File: config.mk
export PLATFORM = sky130hd
export DESIGN_NAME = butterfly_pipe
export DESIGN_NICKNAME = d
export VERILOG_FILES = /design/src/rtl/kyber_pkg.sv /design/src/rtl/barrett_reduce.sv /design/src/rtl/butterfly_pipe.sv
export SDC_FILE = /design/constraint.sdc
export NUM_CORES = 1
export LEC_CHECK = 0
export BUFFER_PORTS_ARGS = -buffer_cell sky130_fd_sc_hd__buf_4
export CORE_MARGIN = 10
export CORE_UTILIZATION = 60
export DETAILED_ROUTE_END_ITERATION = 12
export PLACE_DENSITY = 0.84
export SYNTH_ARGS = -nofsm -noshare
export SYNTH_HDL_FRONTEND = slang
export SYNTH_SLANG_ARGS = --single-unit
File: constraint.sdc
create_clock -name clk -period 14.1 [get_ports clk]
set_clock_uncertainty 0.05 [all_clocks]
set_input_delay 0.705 -clock clk [delete_from_list [all_inputs] [get_ports clk]]
set_output_delay 0.705 -clock clk [all_outputs]
set_load 0.1 [all_outputs]
File: src/rtl/kyber_pkg.sv
// Shared Kyber arithmetic definitions: default modulus/width, Barrett constants,
// butterfly mode encodings and small modular helper functions.
package kyber_pkg;

  localparam int KYBER_WIDTH   = 12;
  localparam int KYBER_Q       = 3329;
  localparam int BARRETT_SHIFT = 2 * KYBER_WIDTH;
  localparam int BARRETT_M     = (1 << BARRETT_SHIFT) / KYBER_Q;  // 5039

  typedef enum logic [1:0] {
    MODE_NTT       = 2'd0,
    MODE_INTT      = 2'd1,
    MODE_BYPASS    = 2'd2,
    MODE_INTT_HALF = 2'd3
  } mode_e;

  // Helpers work on 32-bit values so any WIDTH up to 30 bits can share them;
  // operands are assumed already reduced into [0,q-1].
  function automatic logic [31:0] add_mod(input logic [31:0] x, input logic [31:0] y,
                                          input logic [31:0] q);
    logic [31:0] s;
    s = x + y;
    return (s >= q) ? s - q : s;
  endfunction

  function automatic logic [31:0] sub_mod(input logic [31:0] x, input logic [31:0] y,
                                          input logic [31:0] q);
    return (x >= y) ? x - y : x + q - y;
  endfunction

  // Multiply by 2^-1 mod q (q odd): odd values borrow one q to become even.
  function automatic logic [31:0] halve(input logic [31:0] x, input logic [31:0] q);
    return x[0] ? ((x + q) >> 1) : (x >> 1);
  endfunction

  function automatic logic is_intt(input mode_e m);
    return (m == MODE_INTT) || (m == MODE_INTT_HALF);
  endfunction

endpackage

File: src/rtl/barrett_reduce.sv
// Combinational Barrett reduction of a 2*WIDTH-bit product modulo Q.
// Quotient estimate is at most one low, so a single correction suffices.
module barrett_reduce #(
  parameter int WIDTH = 12,
  parameter int Q     = 3329
) (
  input  logic [2*WIDTH-1:0] x,
  output logic [WIDTH-1:0]   r
);

  localparam longint unsigned M_FULL = (64'd1 << (2 * WIDTH)) / 64'(Q);
  localparam logic [WIDTH:0]     M  = (WIDTH + 1)'(M_FULL);
  localparam logic [2*WIDTH-1:0] QX = (2 * WIDTH)'(Q);

  logic [3*WIDTH:0]   xm;
  logic [WIDTH:0]     qhat;
  logic [2*WIDTH-1:0] qq;
  logic [2*WIDTH-1:0] diff;

  assign xm   = (3 * WIDTH + 1)'(x) * (3 * WIDTH + 1)'(M);
  assign qhat = (WIDTH + 1)'(xm >> (2 * WIDTH));
  assign qq   = (2 * WIDTH)'(qhat) * QX;
  assign diff = x - qq;
  assign r    = WIDTH'((diff >= QX) ? diff - QX : diff);

endmodule

File: src/rtl/butterfly_pipe.sv
// Four-stage pipelined Kyber butterfly (NTT / INTT / INTT_HALF / BYPASS) with
// valid/ready flow control; a single advance signal moves every stage together.
module butterfly_pipe
  import kyber_pkg::*;
#(
  parameter int WIDTH = KYBER_WIDTH,
  parameter int Q     = KYBER_Q,
  parameter int TAG_W = 8
) (
  input  logic             clk,
  input  logic             rst,
  input  logic             in_valid,
  output logic             in_ready,
  input  logic [1:0]       sel,
  input  logic [WIDTH-1:0] a,
  input  logic [WIDTH-1:0] b,
  input  logic [WIDTH-1:0] w,
  input  logic [TAG_W-1:0] tag_in,
  output logic             out_valid,
  input  logic             out_ready,
  output logic [WIDTH-1:0] c,
  output logic [WIDTH-1:0] d,
  output logic [TAG_W-1:0] tag_out
);

  localparam logic [31:0] QW = 32'(Q);

  logic advance;
  assign advance  = !out_valid || out_ready;
  assign in_ready = advance;

  mode_e mode_in;
  assign mode_in = mode_e'(sel);

  // S1: x carries the "first" operand (a, or a+b for INTT), y the multiplicand.
  logic             v1_reg;
  mode_e            mode1_reg;
  logic [WIDTH-1:0] x1_reg, y1_reg, w1_reg;
  logic [TAG_W-1:0] tag1_reg;
  logic [WIDTH-1:0] x1_next, y1_next;

  always_comb begin
    x1_next = a;
    y1_next = b;
    if (is_intt(mode_in)) begin
      x1_next = WIDTH'(add_mod(32'(a), 32'(b), QW));
      y1_next = WIDTH'(sub_mod(32'(a), 32'(b), QW));
    end
  end

  // S2: raw product
  logic               v2_reg;
  mode_e              mode2_reg;
  logic [WIDTH-1:0]   x2_reg, y2_reg;
  logic [TAG_W-1:0]   tag2_reg;
  logic [2*WIDTH-1:0] prod2_reg;

  // S3: reduced product
  logic             v3_reg;
  mode_e            mode3_reg;
  logic [WIDTH-1:0] x3_reg, y3_reg, t3_reg;
  logic [TAG_W-1:0] tag3_reg;
  logic [WIDTH-1:0] t3_next;

  barrett_reduce #(
    .WIDTH(WIDTH),
    .Q    (Q)
  ) u_barrett (
    .x(prod2_reg),
    .r(t3_next)
  );

  // S4: final combine; y3 survives only so BYPASS can return b untouched.
  logic [WIDTH-1:0] c_next, d_next;

  always_comb begin
    c_next = x3_reg;
    d_next = t3_reg;
    case (mode3_reg)
      MODE_NTT: begin
        c_next = WIDTH'(add_mod(32'(x3_reg), 32'(t3_reg), QW));
        d_next = WIDTH'(sub_mod(32'(x3_reg), 32'(t3_reg), QW));
      end
      MODE_INTT_HALF: begin
        c_next = WIDTH'(halve(32'(x3_reg), QW));
        d_next = WIDTH'(halve(32'(t3_reg), QW));
      end
      MODE_BYPASS: d_next = y3_reg;
      default: ;
    endcase
  end

  always_ff @(posedge clk) begin
    if (rst) begin
      v1_reg    <= 1'b0;
      v2_reg    <= 1'b0;
      v3_reg    <= 1'b0;
      out_valid <= 1'b0;
      mode1_reg <= MODE_NTT;
      mode2_reg <= MODE_NTT;
      mode3_reg <= MODE_NTT;
      x1_reg    <= '0;
      y1_reg    <= '0;
      w1_reg    <= '0;
      tag1_reg  <= '0;
      x2_reg    <= '0;
      y2_reg    <= '0;
      tag2_reg  <= '0;
      prod2_reg <= '0;
      x3_reg    <= '0;
      y3_reg    <= '0;
      t3_reg    <= '0;
      tag3_reg  <= '0;
      c         <= '0;
      d         <= '0;
      tag_out   <= '0;
    end else if (advance) begin
      v1_reg    <= in_valid;
      mode1_reg <= mode_in;
      x1_reg    <= x1_next;
      y1_reg    <= y1_next;
      w1_reg    <= w;
      tag1_reg  <= tag_in;

      v2_reg    <= v1_reg;
      mode2_reg <= mode1_reg;
      x2_reg    <= x1_reg;
      y2_reg    <= y1_reg;
      tag2_reg  <= tag1_reg;
      prod2_reg <= (2 * WIDTH)'(w1_reg) * (2 * WIDTH)'(y1_reg);

      v3_reg    <= v2_reg;
      mode3_reg <= mode2_reg;
      x3_reg    <= x2_reg;
      y3_reg    <= y2_reg;
      t3_reg    <= t3_next;
      tag3_reg  <= tag2_reg;

      out_valid <= v3_reg;
      c         <= c_next;
      d         <= d_next;
      tag_out   <= tag3_reg;
    end
  end

endmodule

Word-level counts from Yosys, hierarchy flattened
Cells that the tools add are included.
{"block": "word_totals", "reg_bits": 186, "wordCells": 62, "out_inout_bits": 34, "inputBits": 50}
{"block": "op_classes", "reduce_logical": 4, "mux": 11, "add_sub_neg": 13, "magnitude_cmp": 5, "eq_ne": 4, "mul": 3}
{"op": "$mux W12", "n": 9}
{"op": "$sub A12 B12 Y12", "n": 4}
{"op": "$mul A24 B13 Y37 const B", "n": 1}
{"op": "$pmux W12 S3", "n": 1}
{"op": "$sub A12 B12 Y12 const B", "n": 3}
{"op": "$add A12 B12 Y13", "n": 2}
{"op": "$add A12 B12 Y13 const B", "n": 2}
{"op": "$ge A13 B12 Y1 const B", "n": 2}
{"op": "$ge A12 B12 Y1", "n": 2}
{"op": "$ge A24 B12 Y1 const B", "n": 1}
{"op": "$mul A12 B12 Y24", "n": 1}
{"op": "$mul A13 B12 Y24 const B", "n": 1}
{"op": "$pmux W12 S2", "n": 1}
{"op": "$sub A24 B24 Y24", "n": 1}
{"op": "$add A12 B12 Y12 const B", "n": 1}
{"op": "$eq A2 B2 Y1 const B", "n": 3}
{"op": "$eq A2 B1 Y1 const B", "n": 1}
{"op": "$logic_not A2 Y1", "n": 1}
{"op": "$logic_or A1 B1 Y1", "n": 2}
{"op": "$logic_not A1 Y1", "n": 1}

Depth between registers and ports, before layout
{"block": "logic_depth", "ltp_word": 5, "depth_mapped": 43, "mapped_depth_nobuf": 40}

Cells and area by module
From an unflattened synthesis, not the netlist that was laid out.
{"block": "hier_totals", "hier_cells": 3104, "hier_area_um2": 25585.8}
{"mod": "butterfly_pipe", "cells_per_inst": 2168, "n_inst": 1, "seq_area_each_um2": 3723.6, "area_each_um2": 16789.9}
{"mod": "barrett_reduce", "cells_per_inst": 936, "n_inst": 1, "seq_area_each_um2": 0.0, "area_each_um2": 8795.9}

Worst setup path before layout
OpenSTA, ideal clock, no wires.
{"block": "synth_path", "kind": "register -> register", "startpoint": "register prod2_reg[19]", "endpoint": "register t3_reg[9]", "slack_ns": 3.471, "path_buffers": 2, "period_less_slack_ns": 10.629, "setup_ns": 0.074, "arrival_time_ns": 10.504, "required_time_ns": 13.976, "stages_incl_launch_ff": 41, "cell_sequence": "dfxtp_1 inv_1 fa_1 fa_1 inv_1 fa_1 fa_1 inv_1 fa_1 inv_1 ha_1 a21o_1 a21oi_1 o21ai_0 a221o_1 a22o_1 a211oi_1 o21bai_1 (+5 left out) inv_1 fa_1 inv_1 fa_1 inv_1 ha_1 a21oi_1 o21ai_0 a2111oi_4 a21oi_2 a2111o_1 o311a_1 or4_1 buf_2 or2_1 buf_6 or4_1 a31oi_1"}
{"block": "synth_between", "elab_chain_len": 5, "word_cells_on_any_way": 6, "cone_classes": "2 x add/sub; 2 x mul; 1 x order compare; 1 x mux"}
{"item": "start: declaration", "line": "butterfly_pipe.sv:56", "source": "logic [2*WIDTH-1:0] prod2_reg;"}
{"item": "start signal: assignment", "line": "butterfly_pipe.sv:130", "source": "prod2_reg <= (2 * WIDTH)'(w1_reg) * (2 * WIDTH)'(y1_reg);"}
{"item": "$mul A24 B13 Y37", "line": "barrett_reduce.sv:20", "source": "assign xm = (3 * WIDTH + 1)'(x) * (3 * WIDTH + 1)'(M);"}
{"item": "$mul A13 B12 Y24", "line": "barrett_reduce.sv:22", "source": "assign qq = (2 * WIDTH)'(qhat) * QX;"}
{"item": "$sub A24 B24 Y24 (*)", "line": "barrett_reduce.sv:23", "source": "assign diff = x - qq;"}
{"item": "$ge A24 B12 Y1 or $sub A12 B12 Y12 (tied branches)", "line": "barrett_reduce.sv:24", "source": "assign r = WIDTH'((diff >= QX) ? diff - QX : diff);"}
{"item": "$mux W12 (*)", "line": "barrett_reduce.sv:24"}
{"item": "end signal: assignment", "line": "butterfly_pipe.sv:136", "source": "t3_reg <= t3_next;"}
{"item": "end: declaration", "line": "butterfly_pipe.sv:61", "source": "logic [WIDTH-1:0] x3_reg, y3_reg, t3_reg;"}
Every way passes the cells marked *; elsewhere a longest branch is shown, timed or not.
A chain may end at the register's enable or synchronous reset.

Worst setup path after layout
Ends and elaborated chain as after synthesis.

==> impl_metrics.yaml <==
global_route:
  grt_pass1_wl_um: 110000
  grt_start_max_net_pins: 184
  antenna_found_initial: 0
  grt_pass1_vias: 21475
  groute.usage.overall: 0.265
  grt_remaining_overflow: 0
timing:
  fmax_mhz: 84.2
  finalSetupViolCount: 0
  fin_crit_ps: 11870
  worst_pin_slew_ps: 1170
  finalMaxSlewViolations: 0
  slew_headroom: 0.217
  fin_ws_ps: 2230
  setup_tns_ps: 0
  fin_crit_sh: 0.842
  rsz0062_at_grt: "false"
  final_hold_viol_count: 0
job:
  maxCapViolCount: 0
final_layout:
  syn2layout_area_growth_pct: 5.55
  nets: 3646
  antenna_cells: 0
  multi_input_area_um2: 18800
  ff_latch_area_um2: 3720
  drive_gt1_frac: 0.0491
  final_util: 0.641
  fillerInstances: 3429
  largest_reg_flops: 24
clock_tree:
  cts_htree_levels: 4
  cts.clk_slew.worst_paths_ps: 90
  clock-sinks: 186
  cts_buffers: 17
  cts_hold_buf: 0
  post-cts-setup-buffers: 0
  insertion_delay_ps: 480
  root_buffer: "clkbuf_16"
  clk_path_buf_depth: 2
  cts_resized: 0
  cts_tree: "built"
status:
  outcome: "finished clean"
logic_synthesis:
  netlist_area_um2: 24800
  synthArstFlopShare: 0
  yosysTopAreaCell: "fa_1"
  yosysWarnings: 0
  synth.most_common_cell: "inv_1"
  synthCells: 3014
  synth_cell_type_count: 84
  yosys-top-cells-area: "fa_1 22%, ha_1 18%, dfxtp_1 15%"
  synth_edf_count: 0
  synth_common_cells: "478 x inv_1, 432 x nand2_1, 348 x ha_1"
  synth-main-ff-cell: "dfxtp_1"
  synth_seq_area_share: 0.150
  synth_seq_cells: 186
  synth_area_per_cell_um2: 8.24
  synth_nets: 3681
  synth_top_area_share: 0.217
drt:
  drt_iter0_drc: 1955
  wl_um: 66100
  avgViaCountPerCell: 5.97
  drc: 0
  wl_per_cell_um: 18.8
  via_count: 21047
  drtPass1Iterations: 8
  detail-route-antenna-nets: 0
placement:
  dp_hpwl_um: 51900
  gp_congestion: 0.984
  port_buffers: 83
  dpl_worst_slack_ps: 2460
die:
  die_width_um: 224
  io_pins: 84
  row_count: 74
  die-area_um2: 50000
  start_util: 0.607
  coreArea_um2: 40900
  fp.dieH_um: 224
critical_path:
  crit_arrival_ps: 12220
  crit_family: "adder cells"
  crit_type: "reg -> reg"
  critPathBufInv: 5
  end_kind: "flop"
  worstPathRequired_ps: 14450
  cp_common_cell: "fa_1"
  max_stage_delay_ps: 660
  slowest_stage: "or4bb_1"
  critPathMaxFanout: 10
  critPathLaunchType: "flop"
hold_path:
  hold_path_class: "reg -> reg"
## layout make-up
type / instances / area share
clock buffer: 17 / 0.0162
clock inverter: 15 / 0.00572
inverter: 478 / 0.0686
multi-input combinational: 2207 / 0.716
sequential: 186 / 0.142
tap: 532 / 0.0254
timing repair buffer: 89 / 0.0261
## final timing paths
kind | slack (ps) | start | to | cells past startpoint
max | 2230 | prod2_reg[19] | t3_reg[9] | 37
min | 400 | mode1_reg[1] | mode2_reg[1] | 2
max reg2reg | 2230 | prod2_reg[19] | t3_reg[9] | 37
min reg2reg | 400 | mode1_reg[1] | mode2_reg[1] | 2
## layer usage
metal | up-vias | global-route usage | part of all wire
met5 | - | 0 | 0
met4 | 0 | 0.0878 | 0.029
met3 | 121 | 0.0396 | 0.075
met2 | 866 | 0.431 | 0.47
met1 | 10196 | 0.355 | 0.43
li1 | 9864 | - | -
## layout by cell type (no fill, tap or decap), types with 11 or more instances in the layout
master / n
inv_1: 477
nand2_1: 432
ha_1: 348
fa_1: 269
a21oi_1: 254
dfxtp_1: 186
nor2_1: 122
xnor2_1: 102
buf_4: 87
o21ai_0: 74
and2_1: 60
nor3_1: 50
nand3_1: 43
a21o_1: 35
xor2_1: 35
a31oi_1: 28
a211oi_1: 27
nand4_1: 20
mux2i_1: 19
clkbuf_16: 17
nor2b_1: 16
or3_1: 15
nor4_1: 14
o22ai_1: 14
o21bai_1: 14
o21a_1: 12
and3_1: 11
a311oi_1: 11
nand2b_1: 11
## through the flow
| step | instance area, um^2 | hold WS [ps] | std cells |
|---|---|---|---|
| after floorplan | 24800 | 375 | 3014 |
| after global placement | 25700 | 388 | 3492 |
| after detailed placement | 25700 | 393 | 3492 |
| after CTS | 26200 | 402 | 3524 |
| after global routing | 26200 | 417 | 3524 |
| final | 26200 | 400 | 3524 |
## worst reg2reg max path: cells and delay by family (launching register included)
kind,cells,cell delay [ps]
adder cells (fa/ha/maj),12,5150
flip-flops,1,490
AND/OR/NAND/NOR,4,1760
AO/OA/AOI/OAI,15,3670
XOR/XNOR,1,250
buffers and inverters,5,420
## kinds of logic (layout without fill, tap and decap cells)
group / after synthesis / in the layout / synth area share
simple gates: 827 / 827 / 0.150
flops: 186 / 186 / 0.150
buf+inv: 621 / 599 / 0.0947
xor+xnor: 138 / 138 / 0.0492
mux: 21 / 21 / 0.00856
compound gates: 604 / 604 / 0.156
fa+ha+maj: 617 / 617 / 0.392
Power is not shown: default switching activity piles up to over one toggle a cycle in this logic, so the estimate is an artifact.
